===== config.mk =====
export PLATFORM = sky130hd
export DESIGN_NAME = adder_pipelined_param
export DESIGN_NICKNAME = d
export VERILOG_FILES = /design/src/rtl/adder_pipelined_param_pkg.sv /design/src/rtl/adder_slice.sv /design/src/rtl/adder_pipelined_param.sv
export SDC_FILE = /design/constraint.sdc
export NUM_CORES = 1
export LEC_CHECK = 0
export BUFFER_PORTS_ARGS = -buffer_cell sky130_fd_sc_hd__buf_2
export CAP_MARGIN = 30
export CORE_ASPECT_RATIO = 0.9
export CORE_UTILIZATION = 38
export CTS_CLUSTER_DIAMETER = 60
export DETAILED_ROUTE_END_ITERATION = 7
export GPL_TIMING_DRIVEN = 0
export PLACE_DENSITY_LB_ADDON = 0.25
export SLEW_MARGIN = 20
export SYNTH_ARGS = -nofsm -noshare
export SYNTH_HDL_FRONTEND = slang
export SYNTH_SLANG_ARGS = --single-unit

===== constraint.sdc =====
create_clock -name clk -period 3.3 [get_ports clk]
set_clock_uncertainty 0.2 [all_clocks]
set_input_delay 0.99 -clock clk [delete_from_list [all_inputs] [get_ports clk]]
set_output_delay 0.99 -clock clk [all_outputs]
set_load 0.01 [all_outputs]

===== src/rtl/adder_pipelined_param_pkg.sv =====
// Shared definitions for the pipelined adder/subtractor: operation mode encoding
// and the slice-width helper used to validate the WIDTH/SLICES split.
package adder_pipelined_param_pkg;

  typedef enum logic {
    MODE_ADD = 1'b0,
    MODE_SUB = 1'b1
  } mode_e;

  // Slice width for a legal split, 0 when WIDTH/SLICES cannot be divided evenly.
  function automatic int calc_sw(input int width, input int slices);
    int sw;
    if (width < 2 || slices < 1 || slices > width || (width % slices) != 0) sw = 0;
    else sw = width / slices;
    return sw;
  endfunction

endpackage


===== src/rtl/adder_slice.sv =====
// Combinational SW-bit ripple slice; one instance per pipeline stage.
module adder_slice #(
  parameter int SW = 4
) (
  input  logic [SW-1:0] a_s,
  input  logic [SW-1:0] b_s,
  input  logic          ci,
  output logic [SW-1:0] s,
  output logic          co
);

  assign {co, s} = {1'b0, a_s} + {1'b0, b_s} + {{SW{1'b0}}, ci};

endmodule


===== src/rtl/adder_pipelined_param.sv =====
// Pipelined WIDTH-bit adder/subtractor, one carry-chained slice per stage, with
// valid/ready on both sides and a single global advance enable (no bubble collapse).
module adder_pipelined_param
  import adder_pipelined_param_pkg::*;
#(
  parameter int WIDTH  = 16,
  parameter int SLICES = 4
) (
  input  logic             clk,
  input  logic             RST,
  input  logic             in_valid,
  output logic             in_ready,
  input  logic [WIDTH-1:0] a,
  input  logic [WIDTH-1:0] b,
  input  logic             sub,
  input  logic             cin,
  output logic             out_valid,
  input  logic             out_ready,
  output logic [WIDTH-1:0] sum,
  output logic             cout,
  output logic             ovf
);

  localparam int SW = calc_sw(WIDTH, SLICES);

  if (SW == 0) begin : g_bad_cfg
    $error("adder_pipelined_param: WIDTH must be >= 2 and divisible by SLICES");
  end

  logic             adv;
  logic [WIDTH-1:0] b_eff;
  logic             c0;
  logic             ovf_nxt;
  logic             ovf_q;

  // Per-stage registers: valid, slice carry, skewed operands, de-skewed sum bits.
  logic             v_q   [SLICES];
  logic             c_q   [SLICES];
  logic [WIDTH-1:0] a_sk  [SLICES];
  logic [WIDTH-1:0] b_sk  [SLICES];
  logic [WIDTH-1:0] s_dk  [SLICES];

  logic [WIDTH-1:0] st_a  [SLICES];
  logic [WIDTH-1:0] st_b  [SLICES];
  logic [WIDTH-1:0] st_lo [SLICES];
  logic [WIDTH-1:0] s_nxt [SLICES];
  logic             st_c  [SLICES];
  logic [SW-1:0]    s_slc [SLICES];
  logic             co_slc[SLICES];

  assign adv      = !v_q[SLICES-1] || out_ready;
  assign in_ready = adv;

  // Subtraction as A + ~B + ~cin, so cin doubles as borrow-in.
  assign b_eff = (sub == MODE_SUB) ? ~b : b;
  assign c0    = (sub == MODE_SUB) ? ~cin : cin;

  for (genvar k = 0; k < SLICES; k++) begin : g_stage
    if (k == 0) begin : g_head
      assign st_a[k]  = a;
      assign st_b[k]  = b_eff;
      assign st_c[k]  = c0;
      assign st_lo[k] = '0;
    end else begin : g_body
      assign st_a[k]  = a_sk[k-1];
      assign st_b[k]  = b_sk[k-1];
      assign st_c[k]  = c_q[k-1];
      assign st_lo[k] = s_dk[k-1];
    end

    adder_slice #(.SW(SW)) u_slice (
      .a_s (st_a[k][k*SW +: SW]),
      .b_s (st_b[k][k*SW +: SW]),
      .ci  (st_c[k]),
      .s   (s_slc[k]),
      .co  (co_slc[k])
    );

    // Bits above the slices added so far are always zero, so OR-in is a clean insert.
    assign s_nxt[k] = st_lo[k] | (WIDTH'(s_slc[k]) << (k*SW));
  end

  assign ovf_nxt = (st_a[SLICES-1][WIDTH-1] == st_b[SLICES-1][WIDTH-1]) &&
                   (s_slc[SLICES-1][SW-1] != st_a[SLICES-1][WIDTH-1]);

  always_ff @(posedge clk or negedge RST) begin
    if (!RST) begin
      for (int k = 0; k < SLICES; k++) begin
        v_q[k]  <= 1'b0;
        c_q[k]  <= 1'b0;
        a_sk[k] <= '0;
        b_sk[k] <= '0;
        s_dk[k] <= '0;
      end
      ovf_q <= 1'b0;
    end else if (adv) begin
      v_q[0] <= in_valid;
      for (int k = 1; k < SLICES; k++) begin
        v_q[k] <= v_q[k-1];
      end
      for (int k = 0; k < SLICES; k++) begin
        c_q[k]  <= co_slc[k];
        a_sk[k] <= st_a[k];
        b_sk[k] <= st_b[k];
        s_dk[k] <= s_nxt[k];
      end
      ovf_q <= ovf_nxt;
    end
  end

  assign out_valid = v_q[SLICES-1];
  assign sum       = s_dk[SLICES-1];
  assign cout      = c_q[SLICES-1];
  assign ovf       = ovf_q;

endmodule

==> results.sh, run 1 <==
export IMPL_fin_ws_ps=330
export IMPL_antenna_found_initial=0
export IMPL_arrival_ps=1780
export IMPL_ys_seq_area_share_pct=55.6
export IMPL_drt_initial_drc_count=196
export IMPL_wl_met2_mm=4.69
export IMPL_initial_core_util_pct=39.7
export IMPL_synth_nets=524
export IMPL_area_delta_synth_final_pct=18.0
export IMPL_grt_max_degree=83
export IMPL_ios=58
export IMPL_ant_nets=0
export IMPL_synth_cell_types=26
export IMPL_crit_type="in2out"
export IMPL_dr_pass1_iters=4
export IMPL_worst_pin_slew_ps=671
export IMPL_core_area_um2=11000
export IMPL_synth_edf_count=0
export IMPL_post_cts_buffers=0
export IMPL_wl_per_cell_um=13.8
export IMPL_clockBufferDepth=2
export IMPL_fin_crit_ps=2970
export IMPL_drt_met1_wl_mm=4.48
export IMPL_hpwl_mm=6.75
export IMPL_grt_pass1_wl_mm=15.7
export IMPL_grt_pass1_vias=3163
export IMPL_numCtsBuffers=9
export IMPL_status="complete, no violations"
export IMPL_routed_via_density=4.53
export IMPL_critPathCaptureType="primary output"
export IMPL_syn_area_um2=4370
export IMPL_slew_headroom_pct=55.3
export IMPL_gp_congestion=0.803
export IMPL_post_dp_cell_area_um2=4870
export IMPL_drive_gt1_share_pct=19.1
export IMPL_cellPowerDensity_nw_per_um2=931
export IMPL_post_cts_resized=0
export IMPL_fp_dieW_um=115
export IMPL_syn_area_per_cell_um2=9.37
export IMPL_placedCellCount=675
export IMPL_synthFlopType="dfrtp_1"
export IMPL_hold_violations=0
export IMPL_clock_fmax_ghz=0.337
export IMPL_most_common_layout_cells="219 x nand2_1, 97 x dfrtp_1, 65 x buf_2, 22 x o21ai_0, 18 x buf_4"
export IMPL_final_max_slew_viol_count=0
export IMPL_setup_viol=0
export IMPL_crit_start="out_ready"
export IMPL_hold_class="reg2reg"
export IMPL_crit_path_start_kind="input pin"
export IMPL_cts_root_buf="clkbuf_16"
export IMPL_fin_hold_ws_ps=265
export IMPL_clkSlewWorstSetupHoldPaths_ps=60
export IMPL_ys_seq_elements=97
export IMPL_min_from="sum[11]"
export IMPL_cp_required_ps=2110
export IMPL_cts_tree="yes"
export IMPL_power_leakage_uw=0.00271
export IMPL_wl_mm=9.56
export IMPL_antenna_cells=0
export IMPL_netlist_instances=466
export IMPL_vias=3133
export IMPL_met3_length_um=268
export IMPL_htreeDepth=3
export IMPL_final_common_cell="nand2_1"
export IMPL_rsz0062_at_grt="no"
export IMPL_path_max_fanout=10
export IMPL_final_area_um2=5160
export IMPL_insertion_delay_ps=340
export IMPL_tns_ps=0
export IMPL_drc=0
export IMPL_place_worst_setup_slack_ps=114
export IMPL_gr_usage_all_layers_pct=17.5
export IMPL_die_area_um2=11900
export IMPL_fin_cells=691
export IMPL_peakVddDrop_mv=0.356
export IMPL_synthTopCellsByArea="dfrtp_1 56%, nand2_1 19%, fa_1 3.7%"
export IMPL_dieHeight_um=104
export IMPL_rows=36
export IMPL_cts_hold_buffers=0
export IMPL_fin_nets=592
export IMPL_worstReg2RegStart="a_sk[28]"
export IMPL_yosysWarnings=0
export IMPL_clock_sinks=97
export IMPL_synth_top_area_share_pct=55.6
export IMPL_overflow=0
export IMPL_maxCapViolations=0
export IMPL_synth_top_cell_by_area="dfrtp_1"
export IMPL_async_flop_share_pct=100
export IMPL_finalCritPeriodShare_pct=90.0
export IMPL_top_layer="met4"
export IMPL_io_buffers=56
export IMPL_rrSetupSlack_ps=1240
critical path, cell delays in order:
cell and delay [ps]:
buf_2 100, nor2b_4 50, inv_2 150, buf_2 300, buf_2 180
worst paths after layout:
check | end | cells after the start
worst max-delay path | in_ready | 5
worst min-delay path | sum[11] | 2
worst max register to register | cout | 5
worst min register to register | sum[11] | 2
max in group asynchronous | a_sk[40] | 2
min in group asynchronous | a_sk[46] | 1
logic make-up (layout without fill, tap and decap cells):
family	after synthesis	in the layout	share of synthesized area [%]
compound gates	45	45	5.76
simple gates	233	233	20.5
flops	97	97	55.6
fa+ha+maj	20	20	7.10
xor+xnor	25	25	5.01
buf+inv	46	119	6.02
power breakdown:
| group | leakage (uW) | switching, uW | internal (uW) | total (uW) |
|---|---|---|---|---|
| Clock | 0.000131 | 441 | 551 | 993 |
| Combinational | 0.00140 | 991 | 790 | 1780 |
| Sequential | 0.00117 | 309 | 1720 | 2030 |
| Total | 0.00271 | 1740 | 3060 | 4800 |
final cells by class:
| class | instances | area, um2 |
|---|---|---|
| fillers | 1117 | 5830 |
| flip-flops and latches | 97 | 2430 |
| multi-input cells | 323 | 1680 |
| repair buffers | 57 | 314 |
| clock buffers | 12 | 256 |
| plain buffers | 38 | 233 |
| well taps | 152 | 190 |
| inverters | 8 | 30.0 |
| clock inverters | 4 | 27.5 |
registers in the layout, summed over array words and instances (netlist names):
| name | cells |
|---|---|
| a_sk | 24 |
| b_sk | 24 |
| s_dk | 24 |
| sum | 16 |
| c_q | 3 |
| v_q | 3 |
| cout | 1 |
| out_valid | 1 |
| ovf | 1 |
Yosys cell counts (7+ instances only):
cell type	count
nor2_1	8
ha_1	12
o21ai_0	22
buf_2	10
xnor2_1	14
nand2_1	219
a21oi_1	13
dfrtp_1	97
xor2_1	11
inv_1	7
clkbuf_1	7
buf_4	18
fa_1	8
metrics by stage:
step	power, uW	utilization [%]
after global routing	5180	46.9
after floorplan	3260	-
after detailed placement	3850	44.3
after CTS	4840	46.9
after global placement	3750	44.0
final	4800	46.9
per-layer routing:
layer	vias up	global-route usage [%]
met5	-	0
met4	0	6.22
met3	12	2.40
met2	48	28.7
met1	1504	23.7
li1	1569	-
Note: power is estimated with default switching activity, not from simulation.
==> run 2, diff against run 1 <==
--- a/config.mk
+++ b/config.mk
@@ -13,7 +13,6 @@
 export DETAILED_ROUTE_END_ITERATION = 7
 export GPL_TIMING_DRIVEN = 0
 export PLACE_DENSITY_LB_ADDON = 0.25
-export SLEW_MARGIN = 20
 export SYNTH_ARGS = -nofsm -noshare
 export SYNTH_HDL_FRONTEND = slang
 export SYNTH_SLANG_ARGS = --single-unit
==> constraint.sdc (replaced) <==
create_clock -name clk -period 3.15 [get_ports clk]
set_clock_uncertainty 0.2 [all_clocks]
set_input_delay 0.945 -clock clk [delete_from_list [all_inputs] [get_ports clk]]
set_output_delay 0.945 -clock clk [all_outputs]
set_load 0.01 [all_outputs]
==> run 2 against run 1 <==
Count of clock-buffer cells in the layout is 1 lower. Combinational power is 4% higher. Power is 6.6% higher. Routed wire length is 1.3% lower. Clock power is 14% higher. Utilization is 0.25 points higher. Cell area is 0.53% higher. Via count is 0.41% lower.
==> results.sh, run 2 (synthesis gave the netlist of run 1 again) <==
export IMPL_peakVddDrop_mv=0.381
export IMPL_maxCapViolations=0
export IMPL_status="complete, no violations"
export IMPL_antenna_found_initial=0
export IMPL_fin_nets=592
export IMPL_routed_via_density=4.52
export IMPL_cts_root_buf="clkbuf_16"
export IMPL_whs_path_depth=1
export IMPL_rsz0062_at_grt="no"
export IMPL_antenna_cells=0
export IMPL_io_buffers=56
export IMPL_gr_usage_all_layers_pct=17.5
export IMPL_die_area_um2=11900
export IMPL_grt_max_degree=72
export IMPL_finalCritPeriodShare_pct=92.5
export IMPL_path_max_fanout=10
export IMPL_post_cts_buffers=0
export IMPL_min_to="out_valid"
export IMPL_htreeDepth=3
export IMPL_final_common_cell="nand2_1"
export IMPL_post_cts_resized=0
export IMPL_power_leakage_uw=0.00272
export IMPL_clkSlewWorstSetupHoldPaths_ps=70
export IMPL_area_delta_synth_final_pct=18.7
export IMPL_crit_type="in2out"
export IMPL_most_common_layout_cells="219 x nand2_1, 97 x dfrtp_1, 65 x buf_2, 22 x o21ai_0, 19 x buf_4"
export IMPL_dr_pass1_iters=4
export IMPL_cts_hold_buffers=0
export IMPL_ios=58
export IMPL_drive_gt1_share_pct=19.3
export IMPL_grt_pass1_vias=3161
export IMPL_slew_headroom_pct=55.6
export IMPL_setup_viol=0
export IMPL_min_from="v_q[1]"
export IMPL_fp_dieW_um=115
export IMPL_power_uw=5120
export IMPL_cellPowerDensity_nw_per_um2=987
export IMPL_overflow=0
export IMPL_drc=0
export IMPL_final_core_util_pct=47.2
export IMPL_rrSetupSlack_ps=1090
export IMPL_final_max_slew_viol_count=0
export IMPL_worst_pin_slew_ps=666
export IMPL_fin_crit_ps=2910
export IMPL_hpwl_mm=6.72
export IMPL_hold_class="reg2reg"
export IMPL_clock_sinks=97
export IMPL_cp_required_ps=2000
export IMPL_gp_congestion=0.803
export IMPL_nFillCells=1098
export IMPL_core_area_um2=11000
export IMPL_arrival_ps=1770
export IMPL_initial_core_util_pct=39.7
export IMPL_grt_pass1_wl_mm=15.7
export IMPL_worstRegToRegCells=5
export IMPL_fin_cells=691
export IMPL_wl_mm=9.44
export IMPL_place_worst_setup_slack_ps=7.34
export IMPL_tns_ps=0
export IMPL_ant_nets=0
export IMPL_critPathCaptureType="primary output"
export IMPL_fin_ws_ps=237
export IMPL_rows=36
export IMPL_reg2reg_to="cout"
export IMPL_vias=3120
export IMPL_top_regs="a_sk (24), b_sk (24), s_dk (24)"
export IMPL_numCtsBuffers=9
export IMPL_clock_fmax_ghz=0.343
export IMPL_insertion_delay_ps=340
export IMPL_dieHeight_um=104
export IMPL_worstReg2RegStart="a_sk[28]"
export IMPL_placedCellCount=675
export IMPL_hold_violations=0
export IMPL_crit_path_start_kind="input pin"
export IMPL_wl_per_cell_um=13.7
export IMPL_drt_initial_drc_count=104
export IMPL_cts_tree="yes"
export IMPL_clockBufferDepth=2
-- run 2: changes by cell type in the layout (fill, tap and decap cells not counted), sizes merged --
cell      before  now
inv            8    9
clkinvlp       3    2
bufinv         0    1
clkbuf        20   19
-- run 2: worst max path at each step --
| stage | slack (ps) | startpoint | to | depth (start not counted) |
|---|---|---|---|---|
| 3_5_place_dp | 7 | sub | c_q[3] | 8 |
| 4_1_cts | 250 | out_ready | in_ready | 5 |
| 5_1_grt | 210 | out_ready | in_ready | 5 |
| 2_1_floorplan | 170 | sub | c_q[3] | 8 |
| 3_3_place_gp | -40 | RST | b_sk[53] | 1 |
| 6_report | 240 | out_ready | in_ready | 5 |
-- run 2: layer usage --
metal  routed length [um]  global-route usage [%]
met1                 4340                    23.2
met2                 4610                    28.8
met3                  378                    3.57
met4                  115                    5.01
met5                    0                       0
-- run 2: through the flow --
stage                     hold WS (ps)  area, um2
after global placement             244       4840
after global routing               287       5180
final                              262       5180
after CTS                          268       5180
after floorplan                    230       4370
after detailed placement           252       4870
-- run 2: area by class of cell --
| cell class | instances | area (um2) | area share (%) |
|---|---|---|---|
| Sequential cell | 97 | 2430 | 46.8 |
| Clock inverter | 5 | 62.6 | 1.21 |
| Buffer | 38 | 233 | 4.49 |
| Timing Repair Buffer | 57 | 310 | 5.99 |
| Clock buffer | 11 | 253 | 4.88 |
| Multi-Input combinational cell | 323 | 1680 | 32.4 |
| Inverter | 8 | 30.0 | 0.579 |
| Tap cell | 152 | 190 | 3.67 |
-- run 2: critical path, stage by stage --
cell and delay, ps:
buf_2 100, nor2b_4 50, inv_2 160, buf_2 320
buf_2 190
-- run 2: power by group --
part           switching, uW  internal [uW]
registers                325           1800
clock network            466            663
logic                   1030            828
total                   1820           3290
==> run 3, diff against run 2 <==
--- a/config.mk
+++ b/config.mk
@@ -7,8 +7,10 @@
 export LEC_CHECK = 0
 export BUFFER_PORTS_ARGS = -buffer_cell sky130_fd_sc_hd__buf_2
 export CAP_MARGIN = 30
+export CELL_PAD_IN_SITES_DETAIL_PLACEMENT = 1
+export CELL_PAD_IN_SITES_GLOBAL_PLACEMENT = 2
 export CORE_ASPECT_RATIO = 0.9
-export CORE_UTILIZATION = 38
+export CORE_UTILIZATION = 36
 export CTS_CLUSTER_DIAMETER = 60
 export DETAILED_ROUTE_END_ITERATION = 7
 export GPL_TIMING_DRIVEN = 0
==> run 3 against run 2 <==
Count of clock-buffer cells in the layout rose by 1. Routed wire length rose by 8.1%. Power up 0.37%. Combinational power about the same. Global-route usage is 0.71 points higher. Critical endpoint unchanged. Highest routed layer unchanged. Sequential power is essentially flat. Die area is 5.5% higher. Cell area about the same. Cell count up 0.58%. Largest cell class unchanged.
==> results.sh, run 3 (synthesis gave the netlist of run 1 again) <==
export IMPL_status="complete, no violations"
export IMPL_gr_usage_all_layers_pct=18.2
export IMPL_ios=58
export IMPL_arrival_ps=1740
export IMPL_drive_gt1_share_pct=19.1
export IMPL_cp_top_family="buffers and inverters"
export IMPL_numCtsBuffers=9
export IMPL_rsz0062_at_grt="no"
export IMPL_crit_type="in2out"
export IMPL_drt_met1_wl_mm=5.02
export IMPL_gp_congestion=0.769
export IMPL_min_to="v_q[1]"
export IMPL_rrSetupSlack_ps=1100
export IMPL_clock_fmax_ghz=0.346
export IMPL_peakVddDrop_mv=0.334
export IMPL_worst_path_buf_inv=4
export IMPL_fin_nets=592
export IMPL_final_max_slew_viol_count=0
export IMPL_met3_length_um=314
export IMPL_nFillCells=1373
export IMPL_grt_pass1_wl_mm=17.2
export IMPL_drt_initial_drc_count=70
export IMPL_whs_path_depth=2
export IMPL_ant_nets=0
export IMPL_grt_pass1_vias=3282
export IMPL_fin_crit_ps=2890
export IMPL_hold_violations=0
export IMPL_area_delta_synth_final_pct=18.6
export IMPL_slew_headroom_pct=51.5
export IMPL_antenna_cells=0
export IMPL_critPathCaptureType="primary output"
export IMPL_clockBufferDepth=2
export IMPL_wl_per_cell_um=14.7
export IMPL_clock_sinks=97
export IMPL_most_common_layout_cells="219 x nand2_1, 97 x dfrtp_1, 65 x buf_2, 22 x o21ai_0, 19 x buf_4"
export IMPL_dr_pass1_iters=4
export IMPL_hold_class="reg2reg"
export IMPL_power_leakage_uw=0.00272
export IMPL_wl_met2_mm=4.79
export IMPL_power_uw=5140
export IMPL_post_cts_buffers=0
export IMPL_critPathSlowestCell="buf_2"
export IMPL_worstReg2RegStart="a_sk[28]"
export IMPL_crit_path_start_kind="input pin"
export IMPL_rows=37
export IMPL_reg2reg_to="cout"
export IMPL_grt_max_degree=60
export IMPL_drc=0
export IMPL_cts_hold_buffers=0
export IMPL_cp_required_ps=2000
export IMPL_setup_viol=0
export IMPL_crit_chain="buf_2, nor2b_4, inv_2, buf_2, buf_2"
export IMPL_initial_core_util_pct=37.6
export IMPL_core_area_um2=11600
export IMPL_cts_tree="yes"
export IMPL_finalCritPeriodShare_pct=91.7
export IMPL_insertion_delay_ps=350
export IMPL_post_cts_resized=0
export IMPL_max_stage_delay_ps=310
export IMPL_post_dp_cell_area_um2=4870
export IMPL_final_common_cell="nand2_1"
export IMPL_crit_cells=5
export IMPL_hpwl_mm=7.26
export IMPL_die_area_um2=12600
export IMPL_routed_via_density=4.55
export IMPL_vias=3162
export IMPL_min_from="v_q[1]"
export IMPL_crit_top_cell="buf_2"
export IMPL_final_area_um2=5180
export IMPL_fp_dieW_um=118
export IMPL_worst_pin_slew_ps=727
export IMPL_dieHeight_um=106
export IMPL_htreeDepth=3
export IMPL_antenna_found_initial=0
export IMPL_path_max_fanout=10
export IMPL_clkSlewWorstSetupHoldPaths_ps=60
export IMPL_overflow=0
export IMPL_cts_root_buf="clkbuf_16"
export IMPL_maxCapViolations=0
export IMPL_worstRegToRegCells=5
export IMPL_top_layer="met4"
export IMPL_wl_mm=10.2
export IMPL_top_regs="a_sk (24), b_sk (24), s_dk (24)"
export IMPL_io_buffers=56
export IMPL_cellPowerDensity_nw_per_um2=991
## run 3: cell count changes in the layout (fill, tap and decap cells not counted), sizes merged
cell,previous run,this run
clkbuf,19,20
clkinv,1,2
clkinvlp,2,1
inv,9,8
## run 3: cell type report
type,count,area (um2),share of cell area [%]
clock buffers,12,256,4.95
plain buffers,38,233,4.49
multi-input cells,323,1680,32.4
inverters,8,30.0,0.580
well taps,156,195,3.77
repair buffers,57,310,5.99
clock inverters,4,51.3,0.990
flip-flops and latches,97,2430,46.8
## run 3: worst register-to-register path, stage by stage (launching register included)
cell     delay, ps
dfrtp_1        400
fa_1           470
fa_1           430
a21o_1         210
a21oi_1        140
a21oi_1         80
## run 3: worst max-delay path by stage
stage	slack (ps)	startpoint	to
2_1_floorplan	170	sub	c_q[3]
3_3_place_gp	-120	RST	a_sk[56]
3_5_place_dp	10	sub	c_q[3]
4_1_cts	260	out_ready	in_ready
5_1_grt	210	out_ready	in_ready
6_report	260	out_ready	in_ready
## run 3: routing by layer
| metal | GRT usage, % | vias to the layer above |
|---|---|---|
| met5 | 0 | - |
| met4 | 4.12 | 0 |
| met3 | 4.77 | 7 |
| met2 | 29.0 | 42 |
| met1 | 24.7 | 1555 |
| li1 | - | 1558 |
## run 3: per-stage QoR
stage | setup slack (ps) | std cells | setup TNS [ps] | hold WS (ps) | util, %
finish | 262 | 695 | 0 | 259 | 44.6
global route | 214 | 695 | 0 | 294 | 44.6
CTS | 257 | 695 | 0 | 262 | 44.6
detailed placement | 13.2 | 679 | 0 | 248 | 41.9
global placement | -119 | 678 | -10740 | 244 | 41.7
floorplan | 167 | 466 | 0 | 230 | -
## run 3: power by group
| part | total [uW] | switching (uW) | internal (uW) | leakage (uW) |
|---|---|---|---|---|
| Sequential | 2130 | 326 | 1800 | 0.00117 |
| Clock | 1140 | 478 | 660 | 0.000149 |
| Combinational | 1870 | 1040 | 827 | 0.00140 |
